==> config.mk <==
export PLATFORM = sky130hd
export DESIGN_NAME = pool2x2_stream
export DESIGN_NICKNAME = d
export VERILOG_FILES = /design/src/rtl/pool_pkg.sv /design/src/rtl/pool_reduce4.sv /design/src/rtl/pool2x2_stream.sv
export SDC_FILE = /design/constraint.sdc
export NUM_CORES = 1
export LEC_CHECK = 0
export ABC_AREA = 1
export CAP_MARGIN = 10
export CORE_MARGIN = 2
export CORE_UTILIZATION = 45
export DETAILED_ROUTE_END_ITERATION = 6
export GPL_TIMING_DRIVEN = 1
export PLACE_DENSITY = 0.73
export SLEW_MARGIN = 20
export SYNTH_ARGS = -nofsm -noshare
export SYNTH_HDL_FRONTEND = slang
export SYNTH_SLANG_ARGS = --single-unit
==> constraint.sdc <==
create_clock -name clk -period 1.8 [get_ports clk]
set_input_delay 0.36 -clock clk [delete_from_list [all_inputs] [get_ports clk]]
set_output_delay 0.36 -clock clk [all_outputs]
set_load 0.01 [all_outputs]
==> src/rtl/pool_pkg.sv <==
// Shared constants for the 2x2 stride-1 pooling stage.
//   POOL_DATA_W  : default sample width (unsigned)
//   POOL_IN_DIM  : default input map height/width
//   POOL_OUT_DIM : pooled map height/width
//   POOL_CNT_W   : width of the row/column position counters
package pool_pkg;

  localparam int unsigned POOL_DATA_W  = 36;
  localparam int unsigned POOL_IN_DIM  = 5;
  localparam int unsigned POOL_OUT_DIM = POOL_IN_DIM - 1;
  localparam int unsigned POOL_CNT_W   = $clog2(POOL_IN_DIM);

endpackage

==> src/rtl/pool_reduce4.sv <==
// Two-stage registered reduction of a 2x2 window to one sample.
// Build option: define POOL_AVG_EN for floor-of-mean pooling; default is max pooling.
// Ports:
//   clk, rst_n       clock, asynchronous active-low reset
//   i_valid, i_last  window present this cycle / window is the last of its frame
//   i_a..i_d         window samples (upleft, up, left, current)
//   o_valid, o_last  registered result valid / last-of-frame pulse
//   o_data           registered result, 0 when o_valid is low
module pool_reduce4 #(
  parameter int unsigned DATA_W = 36
) (
  input  logic              clk,
  input  logic              rst_n,
  input  logic              i_valid,
  input  logic              i_last,
  input  logic [DATA_W-1:0] i_a,
  input  logic [DATA_W-1:0] i_b,
  input  logic [DATA_W-1:0] i_c,
  input  logic [DATA_W-1:0] i_d,
  output logic              o_valid,
  output logic              o_last,
  output logic [DATA_W-1:0] o_data
);

`ifdef POOL_AVG_EN
  // Pair sums need one carry bit; the final sum needs two.
  localparam int unsigned S1W = DATA_W + 1;
`else
  localparam int unsigned S1W = DATA_W;
`endif

  logic [S1W-1:0]    w_p0, w_p1;
  logic [S1W-1:0]    r_p0, r_p1;
  logic              r_s1_valid, r_s1_last;
  logic [DATA_W-1:0] w_res;

`ifdef POOL_AVG_EN
  logic [DATA_W+1:0] w_sum;

  always_comb begin
    w_p0  = {1'b0, i_a} + {1'b0, i_b};
    w_p1  = {1'b0, i_c} + {1'b0, i_d};
    w_sum = {1'b0, r_p0} + {1'b0, r_p1};
    // Mean of four DATA_W values always fits in DATA_W.
    w_res = DATA_W'(w_sum >> 2);
  end
`else
  always_comb begin
    w_p0  = (i_a > i_b) ? i_a : i_b;
    w_p1  = (i_c > i_d) ? i_c : i_d;
    w_res = (r_p0 > r_p1) ? r_p0 : r_p1;
  end
`endif

  // Stage 1: pairwise reduction. Valid bits advance every cycle.
  always_ff @(posedge clk or negedge rst_n) begin
    if (!rst_n) begin
      r_s1_valid <= 1'b0;
      r_s1_last  <= 1'b0;
      r_p0       <= '0;
      r_p1       <= '0;
    end else begin
      r_s1_valid <= i_valid;
      r_s1_last  <= i_valid & i_last;
      if (i_valid) begin
        r_p0 <= w_p0;
        r_p1 <= w_p1;
      end
    end
  end

  // Stage 2: final reduction; data forced to 0 on idle cycles.
  always_ff @(posedge clk or negedge rst_n) begin
    if (!rst_n) begin
      o_valid <= 1'b0;
      o_last  <= 1'b0;
      o_data  <= '0;
    end else begin
      o_valid <= r_s1_valid;
      o_last  <= r_s1_last;
      o_data  <= r_s1_valid ? w_res : '0;
    end
  end

endmodule

==> src/rtl/pool2x2_stream.sv <==
// Streaming 2x2 stride-1 pooling of a raster-ordered IN_DIM x IN_DIM map into an
// (IN_DIM-1) x (IN_DIM-1) map. Max pooling by default; define POOL_AVG_EN for average.
// Ports:
//   clk, rst_n   clock, asynchronous active-low reset
//   in_valid     In_OFM carries a sample this cycle
//   In_OFM       input sample, row-major order
//   out_valid    Out_Pool carries a pooled result
//   Out_Pool     pooled result, 0 when out_valid is low
//   frame_done   pulse with the last pooled result of a frame
module pool2x2_stream
  import pool_pkg::*;
#(
  parameter int unsigned DATA_W = POOL_DATA_W,
  parameter int unsigned IN_DIM = POOL_IN_DIM
) (
  input  logic              clk,
  input  logic              rst_n,
  input  logic              in_valid,
  input  logic [DATA_W-1:0] In_OFM,
  output logic              out_valid,
  output logic [DATA_W-1:0] Out_Pool,
  output logic              frame_done
);

  localparam int unsigned CntW = $clog2(IN_DIM);

  logic [CntW-1:0]   r_col, r_row;
  // r_sr[0] is the previous sample; r_sr[IN_DIM-1] / r_sr[IN_DIM] sit one row up.
  logic [DATA_W-1:0] r_sr [IN_DIM+1];
  logic              w_last_col, w_last_row;
  logic              w_win_valid, w_win_last;

  always_comb begin
    w_last_col  = (r_col == CntW'(IN_DIM - 1));
    w_last_row  = (r_row == CntW'(IN_DIM - 1));
    // Row 0 / column 0 windows would read stale line-buffer data; never emit them.
    w_win_valid = in_valid && (r_row != '0) && (r_col != '0);
    w_win_last  = w_win_valid && w_last_row && w_last_col;
  end

  always_ff @(posedge clk or negedge rst_n) begin
    if (!rst_n) begin
      r_col <= '0;
      r_row <= '0;
    end else if (in_valid) begin
      if (w_last_col) begin
        r_col <= '0;
        r_row <= w_last_row ? '0 : r_row + 1'b1;
      end else begin
        r_col <= r_col + 1'b1;
      end
    end
  end

  always_ff @(posedge clk or negedge rst_n) begin
    if (!rst_n) begin
      for (int unsigned i = 0; i <= IN_DIM; i++) begin
        r_sr[i] <= '0;
      end
    end else if (in_valid) begin
      r_sr[0] <= In_OFM;
      for (int unsigned i = 1; i <= IN_DIM; i++) begin
        r_sr[i] <= r_sr[i-1];
      end
    end
  end

  pool_reduce4 #(
    .DATA_W (DATA_W)
  ) u_reduce (
    .clk     (clk),
    .rst_n   (rst_n),
    .i_valid (w_win_valid),
    .i_last  (w_win_last),
    .i_a     (r_sr[IN_DIM]),
    .i_b     (r_sr[IN_DIM-1]),
    .i_c     (r_sr[0]),
    .i_d     (In_OFM),
    .o_valid (out_valid),
    .o_last  (frame_done),
    .o_data  (Out_Pool)
  );

endmodule

After elaboration in Yosys (flattened, before gate mapping)
Cells that the tools add are included.
- logic and storage cells: 36
- memories: 0
- bits in read-only memories: 0
- latch bits: 0
- input bits: 39
- register bits after elaboration: 334
- output and inout port bits: 38
- RAM bits: 0
- add/sub/neg operators: 2
- bitwise gates (word level): 1
- multiply operators: 0
- equal/unequal tests: 2
- shift operators: 0
- reduce and logical (&&, ||, !) cells: 7
- muxes and demuxes: 6
- magnitude comparators: 3
- div/mod/pow operators: 0
- operators with widths (cell ; number):
    $mux W36 ; 4
    $gt A36 B36 Y1 ; 3
    $add A3 B1 Y3 const B ; 2
    $eq A3 B3 Y1 const B ; 2
    $mux W3 ; 2
    $reduce_bool A3 Y1 ; 2
    $logic_and A1 B1 Y1 ; 4
    $reduce_and A2 Y1 ; 1
    $and A1 B1 Y1 ; 1

Logic depth before layout (Yosys ltp)
Gate-level depths: netlist of the first run.
- depth after elaboration: 6
- gate-level depth with buffers: 17
- depth with buffers taken out: 16

By module
Synthesis of the first run repeated with hierarchy kept, for this count alone.
- cell total of the unflattened synthesis: 2206
- area, all modules: 17222.8 um2
- by module, submodules not included (module ; sequential area each (um2) ; area each (um2) ; cells each ; times used):
    pool_reduce4 ; 2802.7 ; 8723.4 ; 1274 ; 1
    pool2x2_stream ; 5555.3 ; 8499.4 ; 932 ; 1

Worst setup path before layout of the first run
No wires, ideal clock.
- kind: input -> register
- start: input In_OFM[35]
- end: register u_reduce.r_p1[10]
- data required time: 1.683 ns
- path slack: -0.092 ns
- arrival time: 1.774 ns
- stages on the path: 13
- cell sequence: inv_1 > ha_1 > a21oi_1 > nand3_1 > a21oi_1 > nand2_1 > nor2_1 > nand2_4 > nand2_4 > buf_6 > nand2_2 > nand3_1 > nand2_1
- word-level cells in the longest chain between the ends: 2
- RTL lines (item ; line ; source):
    from (decl) ; pool2x2_stream.sv:19 ; input logic [DATA_W-1:0] In_OFM,
    $gt A36 B36 Y1 ; pool_reduce4.sv:50 ; w_p1 = (i_c > i_d) ? i_c : i_d;
    $mux W36 ; pool_reduce4.sv:50 ;
    to (signal assigned) ; pool_reduce4.sv:67 ; r_p1 <= w_p1;
    to (decl) ; pool_reduce4.sv:33 ; logic [S1W-1:0] r_p0, r_p1;
No other way between the ends.
A chain may end at the register's enable or synchronous reset.

Final worst setup path of the first run
- start: register u_reduce.r_p0[26]
- end: register u_reduce.o_data[7]
- word-level cells in the longest chain between the ends: 3
- RTL lines (item ; line ; source):
    from (decl) ; pool_reduce4.sv:33 ;
    from (signal assigned) ; pool_reduce4.sv:66 ; r_p0 <= w_p0;
    $gt A36 B36 Y1 ; pool_reduce4.sv:51 ; w_res = (r_p0 > r_p1) ? r_p0 : r_p1;
    $mux W36 ; pool_reduce4.sv:51 ;
    $mux W36 ; pool_reduce4.sv:81 ; o_data <= r_s1_valid ? w_res : '0;
    to (signal assigned) ; pool_reduce4.sv:81 ;
    to (decl) ; pool_reduce4.sv:22 ; output logic [DATA_W-1:0] o_data
No other way between the ends.

==> PnR_summary.wiki, run 1 <==
{| class="wikitable"
! Metric !! Value
|-
| Total core area || 36500 um^2
|-
| Violation count after the first detailed-route iteration || 1458
|-
| Footprint of the multi-input gates || 9300 um^2
|-
| Worst path max stage delay || 0.43 ns
|-
| Series of cell instances along the critical path || ha_4 -> nand2_4 -> nor2_4 -> nand4_1 -> nor2_4 -> nand4_1 -> buf_6 -> nand3_4 -> clkbuf_16 -> nand3_2 -> nand2_1 -> nor2_1
|-
| Synth top area share || 50.2%
|-
| TritonCTS clock tree || done
|-
| Post-Synthesis Net Count || 2214
|-
| Worst Path Required || 2.21 ns
|-
| Failing checks || negative setup slack
|-
| Std-Cell Rows || 70
|-
| Actual slew at the worst max-slew pin || 0.512 ns
|-
| Share of synthesized area occupied by flip-flops and latches || 50.2%
|-
| Worst Path Buf+Inv || 2
|-
| Non-filler cells in the finished layout || 2823
|-
| Cells after Synth || 2063
|-
| Max_cap viols || 0
|-
| Maximum VDD drop || 0.000878 V
|-
| Area taken by flip-flops and latches || 8360 um^2
|-
| Clock slew at the register clock pins of the worst setup and hold paths || 0.06 ns
|-
| Run status || finished with violations
|-
| Final setup violation count || 108
|-
| Final min period || 2.30 ns
|-
| Remaining global-route overflow || 0
|-
| Source of the critical timing path || u_reduce.r_p0[26]$_DFFE_PN0P_
|-
| Largest fanout on the critical path || 6
|-
| Filler cell count in the final layout || 2531
|-
| Maximum clock insertion buffer count || 3
|-
| Number of remaining DRC errors || 0
|-
| Per-cell routed wire length || 19.0 um
|-
| Width of the chip || 196 um
|-
| Logic depth of the worst path, buffers included || 12
|-
| Synth Register Bits || 334
|-
| Number of top-level design ports || 77
|-
| Worst-case headroom to the max-slew limit || 65.8%
|-
| Post-synthesis cell area || 16600 um^2
|-
| Endpoints failing hold || 0
|-
| Global Route Usage Sum || 25.1%
|-
| Synth area leader || dfrtp_1
|-
| Worst setup slack after placement || -0.856 ns
|-
| Number of buffers added by the clock tree synthesis step || 36
|-
| Kind of launch point of the worst setup path || register
|-
| RR Endpoint || u_reduce.o_data[7]$_DFF_PN0_
|-
| Die height || 196 um
|-
| Largest net degree at the start of global routing || 88
|-
| R2r startpoint || u_reduce.r_p0[26]$_DFFE_PN0P_
|-
| Wire length after detailed routing || 53700 um
|-
| Number of antenna violations at the first check in global routing || 3
|-
| Hold Crit Class || input pin to register
|-
| Layout Nets || 2483
|-
| Via count of the first global-routing pass || 14700
|-
| Worst Path Class, Setup || register to register
|-
| Crit path capture type || register
|-
| RSZ-0062 raised after global routing || yes
|-
| Most frequent standard cell in the layout excluding fill and tap cells || nand2_1
|-
| Effective utilization at floorplan || 45.6%
|-
| Reg-to-reg slack, setup || -0.50 ns
|-
| Via count of the routed design || 15400
|-
| Leading cell types in the layout, fill and taps excluded || 583 x nand2_1, 334 x dfrtp_1, 243 x inv_1
|-
| Worst-path cell with the longest stage delay || dfrtp_1
|-
| Number of distinct library cell variants in the gate-level netlist after synthesis || 27
|-
| Max-slew violation count || 0
|-
| Buffers added on ports || 76
|-
| Top delay family on crit path || simple AND/OR/NAND/NOR gates
|-
| Power density over the cells || 1520 nW/um^2
|-
| First-pass iteration count of the detailed router || 5
|-
| Wire length of the first global-routing pass || 77500 um
|-
| Count of nets left with antenna violations after detail routing || 0
|-
| Number of H-tree levels || 2
|-
| Root Driver || clkbuf_16
|-
| Tcrit/Tclk final || 128%
|-
| Synth warnings || 0
|-
| Leakage component of the power || 11.9 nW
|-
| HPWL after DPL || 30800 um
|-
| Number of antenna repair diodes || 0
|-
| FMAX || 0.435 GHz
|-
| Critical path arrival || 2.71 ns
|-
| Routed via count divided by cell count || 5.46
|-
| Share of layout cells above drive strength 1 || 32.2%
|-
| Worst setup path end || u_reduce.o_data[7]$_DFF_PN0_
|-
| Least setup slack across all paths after layout || -0.499 ns
|-
| Top area cells in the synthesized netlist || dfrtp_1 50%, nand2_1 15%, ha_1 8.4%, inv_1 6.2%, o21ai_0 5.7%
|-
| Last weighted congestion value of the routability-driven placer || 0.872
|-
| Synthesized area per cell || 8.07 um^2
|-
| Instance count after placement with tap cells included || 2711
|-
| Worst setup skew after layout || 0.0188 ns
|-
| Area enclosed by the die boundary || 38600 um^2
|-
| Clock sinks || 334
|-
| Synthesis-to-finish area growth || 43.0%
|-
| Clock insertion delay at the later pin of the skew report || 0.53 ns
|-
| R2R depth || 12
|}
-- stage by stage --
step	instance area, um^2	utilization (%)	total power, mW	TNS [ns]	hold WS [ns]
6_report	23800	65.2	36.2	-41.33	0.115
5_1_grt	23800	65.2	37.8	-47.65	0.129
4_1_cts	22200	60.7	32.0	-32.39	0.244
3_5_place_dp	19500	53.4	22.3	-55.38	0.348
3_3_place_gp	19500	53.4	21.9	-53.06	0.338
2_1_floorplan	16800	-	17.0	-0.874	0.0644
-- sequential cells by signal, summed over array words and instances, names as in the netlist --
name	cells
r_sr	216
u_reduce.o_data	36
u_reduce.r_p0	36
u_reduce.r_p1	36
r_col	3
r_row	3
u_reduce.o_last	1
u_reduce.o_valid	1
u_reduce.r_s1_last	1
u_reduce.r_s1_valid	1
-- Yosys cell counts (all sizes together) --
library cell	count
nor2	80
o21bai	1
a21oi	78
a22o	1
nand3	191
dfrtp	334
nand2	685
a21boi	2
inv	276
buf	32
clkbuf	66
o21ai	190
o21a	3
ha	112
a21o	5
nand4	7
-- metal layers --
metal / wire length [um] / GRT usage (%) / vias to the layer above
met1: 22700 / 36.6 / 7442
li1: - / - / 7049
met3: 3900 / 3.73 / 180
met2: 24600 / 39.0 / 749
met4: 2520 / 7.15 / 4
met5: 28 / 0 / -
-- cell families after synthesis --
group	after synthesis	synth area share (%)
fa+ha+maj	112	8.42
compound gates	280	8.63
buf+inv	374	8.94
simple gates	963	23.8
flops	334	50.2
-- worst min-delay path by stage --
| stage | start | to | slack, ns | cells after the start |
|---|---|---|---|---|
| 4_1_cts | In_OFM[27] | r_sr[207]$_DFFE_PN0P_ | 0.24 | 3 |
| 2_1_floorplan | rst_n | r_col[0]$_DFFE_PN0P_ | 0.06 | 0 |
| 5_1_grt | In_OFM[16] | r_sr[196]$_DFFE_PN0P_ | 0.13 | 3 |
| 3_5_place_dp | rst_n | r_sr[191]$_DFFE_PN0P_ | 0.35 | 1 |
| 3_3_place_gp | u_reduce.r_s1_last$_DFF_PN0_ | u_reduce.o_last$_DFF_PN0_ | 0.34 | 0 |
| 6_report | In_OFM[16] | r_sr[196]$_DFFE_PN0P_ | 0.11 | 3 |
-- final cells by class --
cell class	count	area share, %
multi-input combinational	1356	39.0
sequential	334	35.1
timing repair buffer	328	13.9
clock buffer	50	4.43
inverter	276	4.36
tap	468	2.46
clock inverter	11	0.662
-- tightest hold or removal path, delay by kind of cell --
family	cells	cell delay, ns
buf+inv	1	0.13
compound gates	1	0.06
simple gates	1	0.06
-- power breakdown --
group	switching, mW	internal, mW	total, mW	leakage, nW
Combinational	10.4	7.64	18.0	7.04
Sequential	1.22	9.20	10.4	4.24
Clock	3.11	4.65	7.76	0.600
Total	14.7	21.5	36.2	11.9
-- what timing repair did --
item                                    CTS  global route
endpoints found under the setup margin  111           118
pin swaps                               120           171
hold endpoints to repair                 47             0
hold buffers                              1             0
resized for setup                       220           323
gates cloned                              9            11
buffers inserted                         33            20
No activity file was read; power rests on OpenSTA's default activity.
==> run 2: changes to the inputs <==
--- a/config.mk
+++ b/config.mk
@@ -7,11 +7,13 @@
 export LEC_CHECK = 0
 export ABC_AREA = 1
 export CAP_MARGIN = 10
+export CORE_ASPECT_RATIO = 1.4
 export CORE_MARGIN = 2
 export CORE_UTILIZATION = 45
 export DETAILED_ROUTE_END_ITERATION = 6
 export GPL_TIMING_DRIVEN = 1
-export PLACE_DENSITY = 0.73
+export HOLD_SLACK_MARGIN = 0.08
+export PLACE_DENSITY = 0.7
 export SLEW_MARGIN = 20
 export SYNTH_ARGS = -nofsm -noshare
 export SYNTH_HDL_FRONTEND = slang
==> constraint.sdc (replaced) <==
create_clock -name clk -period 2.63 [get_ports clk]
set_input_delay 0.526 -clock clk [delete_from_list [all_inputs] [get_ports clk]]
set_output_delay 0.526 -clock clk [all_outputs]
set_load 0.01 [all_outputs]
==> run 2 against run 1 <==
The run now ends clean. Sequential power decreased by 31%. Worst hold slack improved by 0.24 ns. Final cell count decreased by 6.7%. Maximum frequency decreased by 3.9%. Non-clock buffer count decreased by 178. Register-to-register slack improved by 0.74 ns. Setup slack improved by 0.74 ns. First-iteration DRC count decreased by 34%. Critical path type unchanged. Critical endpoint is now u_reduce.r_p0[20]$_DFFE_PN0P_. Largest power group is now sequential cells. Highest routed layer is now met4.
==> PnR_summary.wiki, run 2 (synthesis results as in run 1) <==
{| class="wikitable"
! Metric !! Value
|-
| Maximum VDD drop || 0.000568 V (-35%)
|-
| FMAX || 0.418 GHz (-3.9%)
|-
| Filler cell count in the final layout || 3411 (+35%)
|-
| HPWL after DPL || 26800 um (-13%)
|-
| Final setup violation count || 0 (-100%)
|-
| Remaining global-route overflow || 0 (unchanged)
|-
| Wire length of the first global-routing pass || 66400 um (-14%)
|-
| Endpoints failing hold || 0 (unchanged)
|-
| Post-CTS Setup Bufs || 0 (-100%)
|-
| Worst setup slack after placement || -0.289 ns (+0.567 ns)
|-
| Leading cell types in the layout, fill and taps excluded || 670 x nand2_1, 334 x dfrtp_1, 274 x inv_1
|-
| Worst Path Class, Setup || register to register
|-
| Via count of the routed design || 13400 (-13%)
|-
| Register with the most flip-flops || r_sr
|-
| First-pass iteration count of the detailed router || 5 (unchanged)
|-
| Effective utilization at floorplan || 45.5% (about the same)
|-
| Total core area || 36600 um^2 (about the same)
|-
| Final Core Density || 52.8% (-12 points)
|-
| Largest fanout on the critical path || 22 (+16)
|-
| Leakage component of the power || 10.1 nW (-15%)
|-
| Std-Cell Rows || 83 (+19%)
|-
| Least setup slack across all paths after layout || 0.238 ns (+0.737 ns)
|-
| Die height || 232 um (+18%)
|-
| Reg-to-reg slack, setup || 0.24 ns (+0.74 ns)
|-
| Number of H-tree levels || 1 (-1)
|-
| Count of nets left with antenna violations after detail routing || 0 (unchanged)
|-
| Clock sinks || 334 (unchanged)
|-
| Final min period || 2.39 ns (+0.0934 ns)
|-
| Width of the chip || 167 um (-15%)
|-
| Per-cell routed wire length || 14.8 um (-22%)
|-
| Actual slew at the worst max-slew pin || 1.04 ns (+0.526 ns)
|-
| Number of antenna repair diodes || 0 (unchanged)
|-
| Last weighted congestion value of the routability-driven placer || 0.842 (-3.4%)
|-
| Largest net degree at the start of global routing || 252 (+190%)
|-
| Area enclosed by the die boundary || 38600 um^2 (about the same)
|-
| Largest register FFs || 216 (unchanged)
|-
| Root Driver || clkbuf_16
|-
| Worst setup skew after layout || 0.0137 ns (-0.00513 ns)
|-
| Power density over the cells || 955 nW/um^2 (-37%)
|-
| Most frequent standard cell in the layout excluding fill and tap cells || nand2_1
|-
| Kind of launch point of the worst setup path || register
|-
| Clock slew at the register clock pins of the worst setup and hold paths || 0.07 ns (about the same)
|-
| Maximum clock insertion buffer count || 3 (unchanged)
|-
| Share of layout cells above drive strength 1 || 6.83% (-25 points)
|-
| Number of remaining DRC errors || 0 (unchanged)
|-
| Number of antenna violations at the first check in global routing || 0 (-3)
|-
| Via count of the first global-routing pass || 13600 (-7.9%)
|-
| Routed via count divided by cell count || 5.10 (-6.7%)
|-
| Sum of negative setup slack || 0 ns (+41.33 ns)
|-
| Synthesis-to-finish area growth || 15.9%
|-
| Max-slew violation count || 0 (unchanged)
|-
| Wire length after detailed routing || 39100 um (-27%)
|-
| Number of buffers added by the clock tree synthesis step || 30 (-17%)
|-
| Max_cap viols || 0 (unchanged)
|-
| Crit path capture type || register
|-
| Critical path arrival || 2.85 ns (+0.14 ns)
|-
| Violation count after the first detailed-route iteration || 956 (-34%)
|-
| Run status || complete, no violations
|-
| Number of top-level design ports || 77 (unchanged)
|-
| Worst Path Required || 3.09 ns (+0.88 ns)
|-
| Worst-case headroom to the max-slew limit || 30.8% (-35 points)
|-
| RSZ-0062 raised after global routing || no
|-
| TritonCTS clock tree || done
|-
| Global Route Usage Sum || 20.6% (-4.4 points)
|-
| Final-layout worst hold slack || 0.352 ns (+0.237 ns)
|-
| Clock insertion delay at the later pin of the skew report || 0.57 ns (+0.04 ns)
|-
| Tcrit/Tclk final || 91.0% (-37 points)
|-
| Buffers added on ports || 76 (unchanged)
|-
| Layout Nets || 2298 (-7.5%)
|-
| Hold Crit Class || register to register
|}
run 2: changes by cell type in the layout (fill, tap and decap cells not counted), sizes merged:
cell           change
buf              -172
clkdlybuf4s50     +21
clkbuf            -15
dlymetal6s2s      -15
dlygate4sd2        -6
clkinvlp           +2
bufinv             -1
clkinv             -1
nand3              -1
run 2: worst paths after layout:
check / start / endpoint / cells past startpoint
max: r_sr[47]$_DFFE_PN0P_ / u_reduce.r_p0[20]$_DFFE_PN0P_ / 14
min: u_reduce.r_s1_last$_DFF_PN0_ / u_reduce.o_last$_DFF_PN0_ / 0
max reg2reg: r_sr[47]$_DFFE_PN0P_ / u_reduce.r_p0[20]$_DFFE_PN0P_ / 14
min reg2reg: u_reduce.r_s1_last$_DFF_PN0_ / u_reduce.o_last$_DFF_PN0_ / 0
max in group asynchronous: rst_n / u_reduce.r_p0[15]$_DFFE_PN0P_ / 3
min in group asynchronous: rst_n / r_sr[186]$_DFFE_PN0P_ / 2
run 2: timing repair:
action                     4_1_cts  5_1_grt
gates resized for setup          0        1
hold endpoints to repair        63        0
hold buffers                     1        0
setup endpoints to repair        0        2
run 2: per-stage QoR:
| stage | total power [mW] | cell area [um^2] | cells |
|---|---|---|---|
| after floorplan | 11.5 | 16600 | 2063 |
| after global placement | 13.7 | 18300 | 2581 |
| after detailed placement | 13.9 | 18300 | 2581 |
| after CTS | 18.5 | 19300 | 2634 |
| after global routing | 19.8 | 19300 | 2634 |
| final | 18.4 | 19300 | 2634 |
run 2: critical path: stages, from the launching register on:
cell and delay [ns]:
dfrtp_1 0.34, inv_1 0.07, ha_1 0.31, nand2_1 0.07, nor2_1 0.17, nand2_1 0.09
nor2_1 0.26, nand3_1 0.12, nand2_1 0.08, nor2_1 0.06, nand2_4 0.09, buf_4 0.31
nand3_1 0.13, nand3_1 0.11, nand2_1 0.06
run 2: layout make-up:
class                           count  area [um^2]  share of cell area [%]
Clock buffer                       41          863                    4.47
Multi-Input combinational cell   1355         6820                    35.3
Tap cell                          467          584                    3.03
Inverter                          276         1040                    5.37
Timing Repair Buffer              150         1500                    7.77
Sequential cell                   334         8360                    43.3
Clock inverter                     11          138                   0.713
run 2: routing by layer:
layer | GRT usage [%] | up-vias | wire [um]
li1 | - | 6642 | -
met1 | 29.1 | 6424 | 18400
met2 | 33.4 | 280 | 18000
met3 | 1.91 | 76 | 1510
met4 | 7.76 | 0 | 1260
met5 | 0 | - | 0
run 2: power breakdown:
part	total (mW)	leakage [nW]	internal, mW	switching (mW)
Sequential	7.15	4.24	6.29	0.856
Combinational	6.77	5.38	2.60	4.17
Clock	4.51	0.486	2.58	1.94
Total	18.4	10.1	11.5	6.97
==> run 3: changes to the inputs <==
--- a/config.mk
+++ b/config.mk
@@ -7,13 +7,15 @@
 export LEC_CHECK = 0
 export ABC_AREA = 1
 export CAP_MARGIN = 10
+export CELL_PAD_IN_SITES_DETAIL_PLACEMENT = 0
+export CELL_PAD_IN_SITES_GLOBAL_PLACEMENT = 1
 export CORE_ASPECT_RATIO = 1.4
 export CORE_MARGIN = 2
 export CORE_UTILIZATION = 45
 export DETAILED_ROUTE_END_ITERATION = 6
 export GPL_TIMING_DRIVEN = 1
 export HOLD_SLACK_MARGIN = 0.08
-export PLACE_DENSITY = 0.7
+export PLACE_DENSITY = 0.87
 export SLEW_MARGIN = 20
 export SYNTH_ARGS = -nofsm -noshare
 export SYNTH_HDL_FRONTEND = slang
==> run 3 against run 2 <==
Sequential power about the same. Sequential share of layout area decreased by 0.76 points. First-iteration DRC count rose by 23%. Critical endpoint unchanged. Largest cell class unchanged. Final area rose by 1.8%. Maximum frequency down 0.87%.
==> PnR_summary.wiki, run 3 (synthesis results as in run 1) <==
{| class="wikitable"
! Metric !! Value
|-
| RSZ-0062 raised after global routing || no
|-
| Clock insertion delay at the later pin of the skew report || 0.53 ns (-0.04 ns)
|-
| Number of antenna violations at the first check in global routing || 0 (unchanged)
|-
| Footprint of the multi-input gates || 6810 um^2 (-0.13%)
|-
| Worst-path cell with the longest stage delay || dfrtp_1
|-
| Post-CTS Setup Bufs || 0 (unchanged)
|-
| Maximum VDD drop || 0.000665 V (+17%)
|-
| Share of layout cells above drive strength 1 || 7.88% (+1.1 points)
|-
| Largest register FFs || 216 (unchanged)
|-
| Clock slew at the register clock pins of the worst setup and hold paths || 0.06 ns (about the same)
|-
| R2r startpoint || r_sr[55]$_DFFE_PN0P_
|-
| Critical path arrival || 2.83 ns (-0.02 ns)
|-
| HPWL after DPL || 26900 um (+0.24%)
|-
| Area after detailed placement || 18400 um^2 (+0.67%)
|-
| Wire length after detailed routing || 38800 um (-0.73%)
|-
| Violation count after the first detailed-route iteration || 1176 (+23%)
|-
| Kind of launch point of the worst setup path || register
|-
| Clock network fraction of total power || 27.0% (+2.5 points)
|-
| Worst path max stage delay || 0.35 ns (about the same)
|-
| Area taken by flip-flops and latches || 8360 um^2 (unchanged)
|-
| Worst Path Class, Setup || register to register
|-
| Tcrit/Tclk final || 91.8% (+0.80 points)
|-
| Effective utilization at floorplan || 45.5% (unchanged)
|-
| Cell-internal power || 12.2 mW (+6.0%)
|-
| Worst Path Required || 3.05 ns (-0.04 ns)
|-
| Comb pwr share || 35.7% (-1.0 points)
|-
| Per-cell routed wire length || 14.6 um (-1.8%)
|-
| R2R depth || 14 (unchanged)
|-
| Number of H-tree levels || 2 (+1)
|-
| Final min period || 2.41 ns (+0.0211 ns)
|-
| Max_cap viols || 0 (unchanged)
|-
| Wire length of the first global-routing pass || 65600 um (-1.3%)
|-
| Run status || complete, no violations
|-
| Filler cell count in the final layout || 3377 (-1.0%)
|-
| Remaining global-route overflow || 0 (unchanged)
|-
| Routed via count divided by cell count || 4.95 (-2.8%)
|-
| Final Core Density || 53.7% (+0.94 points)
|-
| Worst hold path cell count || 0 (unchanged)
|-
| Via count of the first global-routing pass || 13000 (-4.1%)
|-
| Power share of the sequential group || 37.3% (-1.5 points)
|-
| Proportion of total power due to net switching || 36.8% (-0.97 points)
|-
| Buffers added on ports || 76 (unchanged)
|-
| Maximum clock insertion buffer count || 3 (unchanged)
|-
| Endpoints failing hold || 0 (unchanged)
|-
| Number of top-level design ports || 77 (unchanged)
|-
| Leakage component of the power || 10.3 nW (+1.9%)
|-
| Total core area || 36600 um^2 (unchanged)
|-
| Max-slew violation count || 0 (unchanged)
|-
| Number of antenna repair diodes || 0 (unchanged)
|-
| Total Power Consumption || 19.2 mW (+4.4%)
|-
| Largest fanout on the critical path || 18 (-18%)
|-
| Crit path capture type || register
|-
| Most frequent standard cell in the layout excluding fill and tap cells || nand2_1
|-
| Worst hold start || u_reduce.r_s1_last$_DFF_PN0_
|-
| Sum of negative setup slack || 0 ns (unchanged)
|-
| Last weighted congestion value of the routability-driven placer || 0.833 (-1.0%)
|-
| Layout Nets || 2323 (+1.1%)
|-
| TritonCTS clock tree || done
|-
| Root Driver || clkbuf_16
|-
| Final setup violation count || 0 (unchanged)
|-
| Via count of the routed design || 13200 (-1.8%)
|-
| Largest net degree at the start of global routing || 294 (+17%)
|-
| Number of remaining DRC errors || 0 (unchanged)
|-
| Power density over the cells || 979 nW/um^2 (+2.5%)
|-
| Register with the most flip-flops || r_sr
|-
| Leading cell types in the layout, fill and taps excluded || 670 x nand2_1, 334 x dfrtp_1, 274 x inv_1
|-
| First-pass iteration count of the detailed router || 5 (unchanged)
|-
| Number of buffers added by the clock tree synthesis step || 36 (+20%)
|-
| Actual slew at the worst max-slew pin || 0.851 ns (-0.187 ns)
|-
| Worst setup skew after layout || 0.0207 ns (+0.00708 ns)
|-
| FMAX || 0.414 GHz (-0.87%)
|-
| Area enclosed by the die boundary || 38600 um^2 (unchanged)
|-
| Cell mode on critical path || nand2_1
|-
| Series of cell instances along the critical path || inv_1 -> ha_1 -> nand2_1 -> nor2_1 -> nand2_1 -> nor2_1 -> nand3_1 -> nand2_1 -> nor2_1 -> nand2_4 -> buf_4 -> nand3_1 -> nand3_1 -> nand2_1
|-
| Std-Cell Rows || 83 (unchanged)
|-
| Die height || 232 um (unchanged)
|-
| Source of the critical timing path || r_sr[55]$_DFFE_PN0P_
|-
| Net Sw Power || 7.08 mW (+1.7%)
|-
| Width of the chip || 167 um (unchanged)
|-
| Post-route cell area || 19600 um^2 (+1.8%)
|-
| Global Route Usage Sum || 20.8% (+0.18 points)
|-
| Hold Crit Class || register to register
|-
| Clock sinks || 334 (unchanged)
|-
| Worst-case headroom to the max-slew limit || 43.2% (+12 points)
|-
| Synthesis-to-finish area growth || 18.0%
|-
| Count of nets left with antenna violations after detail routing || 0 (unchanged)
|}
==> run 3: cell count changes in the layout (fill, tap and decap cells not counted) <==
cell	change
clkinv_2	-3
clkbuf_1	+3
buf_16	+1
bufinv_16	+1
clkbuf_8	+1
clkinvlp_4	-2
buf_12	-1
nand2_8	-1
inv_6	+2
buf_4	+19
nand2_4	+1
clkbuf_16	+6
clkinv_4	+1
==> run 3: cell type report <==
cell class,count,share of cell area [%]
clock inverter,10,0.834
multi-input combinational,1355,34.7
timing repair buffer,169,8.40
sequential,334,42.6
tap,467,2.97
clock buffer,51,5.29
inverter,276,5.28
==> run 3: worst paths after layout <==
check,slack [ns],end
max reg2reg,0.22,u_reduce.r_p0[20]$_DFFE_PN0P_
min,0.35,u_reduce.o_last$_DFF_PN0_
min in group asynchronous,0.53,r_sr[189]$_DFFE_PN0P_
max,0.22,u_reduce.r_p0[20]$_DFFE_PN0P_
min reg2reg,0.35,u_reduce.o_last$_DFF_PN0_
max in group asynchronous,1.34,r_sr[115]$_DFFE_PN0P_
==> run 3: routing by layer <==
metal / global-route usage, % / vias to the layer above / routed length (um)
li1: - / 6703 / -
met1: 31.0 / 6165 / 18900
met2: 32.1 / 265 / 17300
met3: 2.99 / 53 / 2070
met4: 5.39 / 0 / 642
met5: 0 / - / 0
==> run 3: what timing repair did <==
item / in CTS / in global routing
endpoints found under the hold margin: 57 / 0
hold buffers: 1 / 0
gates resized for setup: 0 / 0
==> run 3: power groups by stage <==
stage | Combinational, mW | Clock (mW) | Sequential (mW)
6_report | 6.87 | 5.19 | 7.18
5_1_grt | 7.99 | 5.50 | 7.29
4_1_cts | 6.92 | 5.32 | 7.14
3_5_place_dp | 6.85 | 0 | 7.23
3_3_place_gp | 6.66 | 0 | 7.20
2_1_floorplan | 4.55 | 0 | 6.97
==> run 3: through the flow <==
stage | setup slack, ns | hold slack (ns) | instances
2_1_floorplan | 0.572 | 0.230 | 2063
3_3_place_gp | -0.218 | 0.351 | 2599
3_5_place_dp | -0.265 | 0.343 | 2599
4_1_cts | 0.218 | 0.356 | 2661
5_1_grt | 0.00162 | 0.362 | 2662
6_report | 0.217 | 0.354 | 2662
==> run 3: worst max-delay path, delay by kind of cell (launching register included) <==
family	cells	cell delay (ns)
fa+ha+maj	1	0.30
buf+inv	2	0.34
flops	1	0.35
simple gates	11	1.31
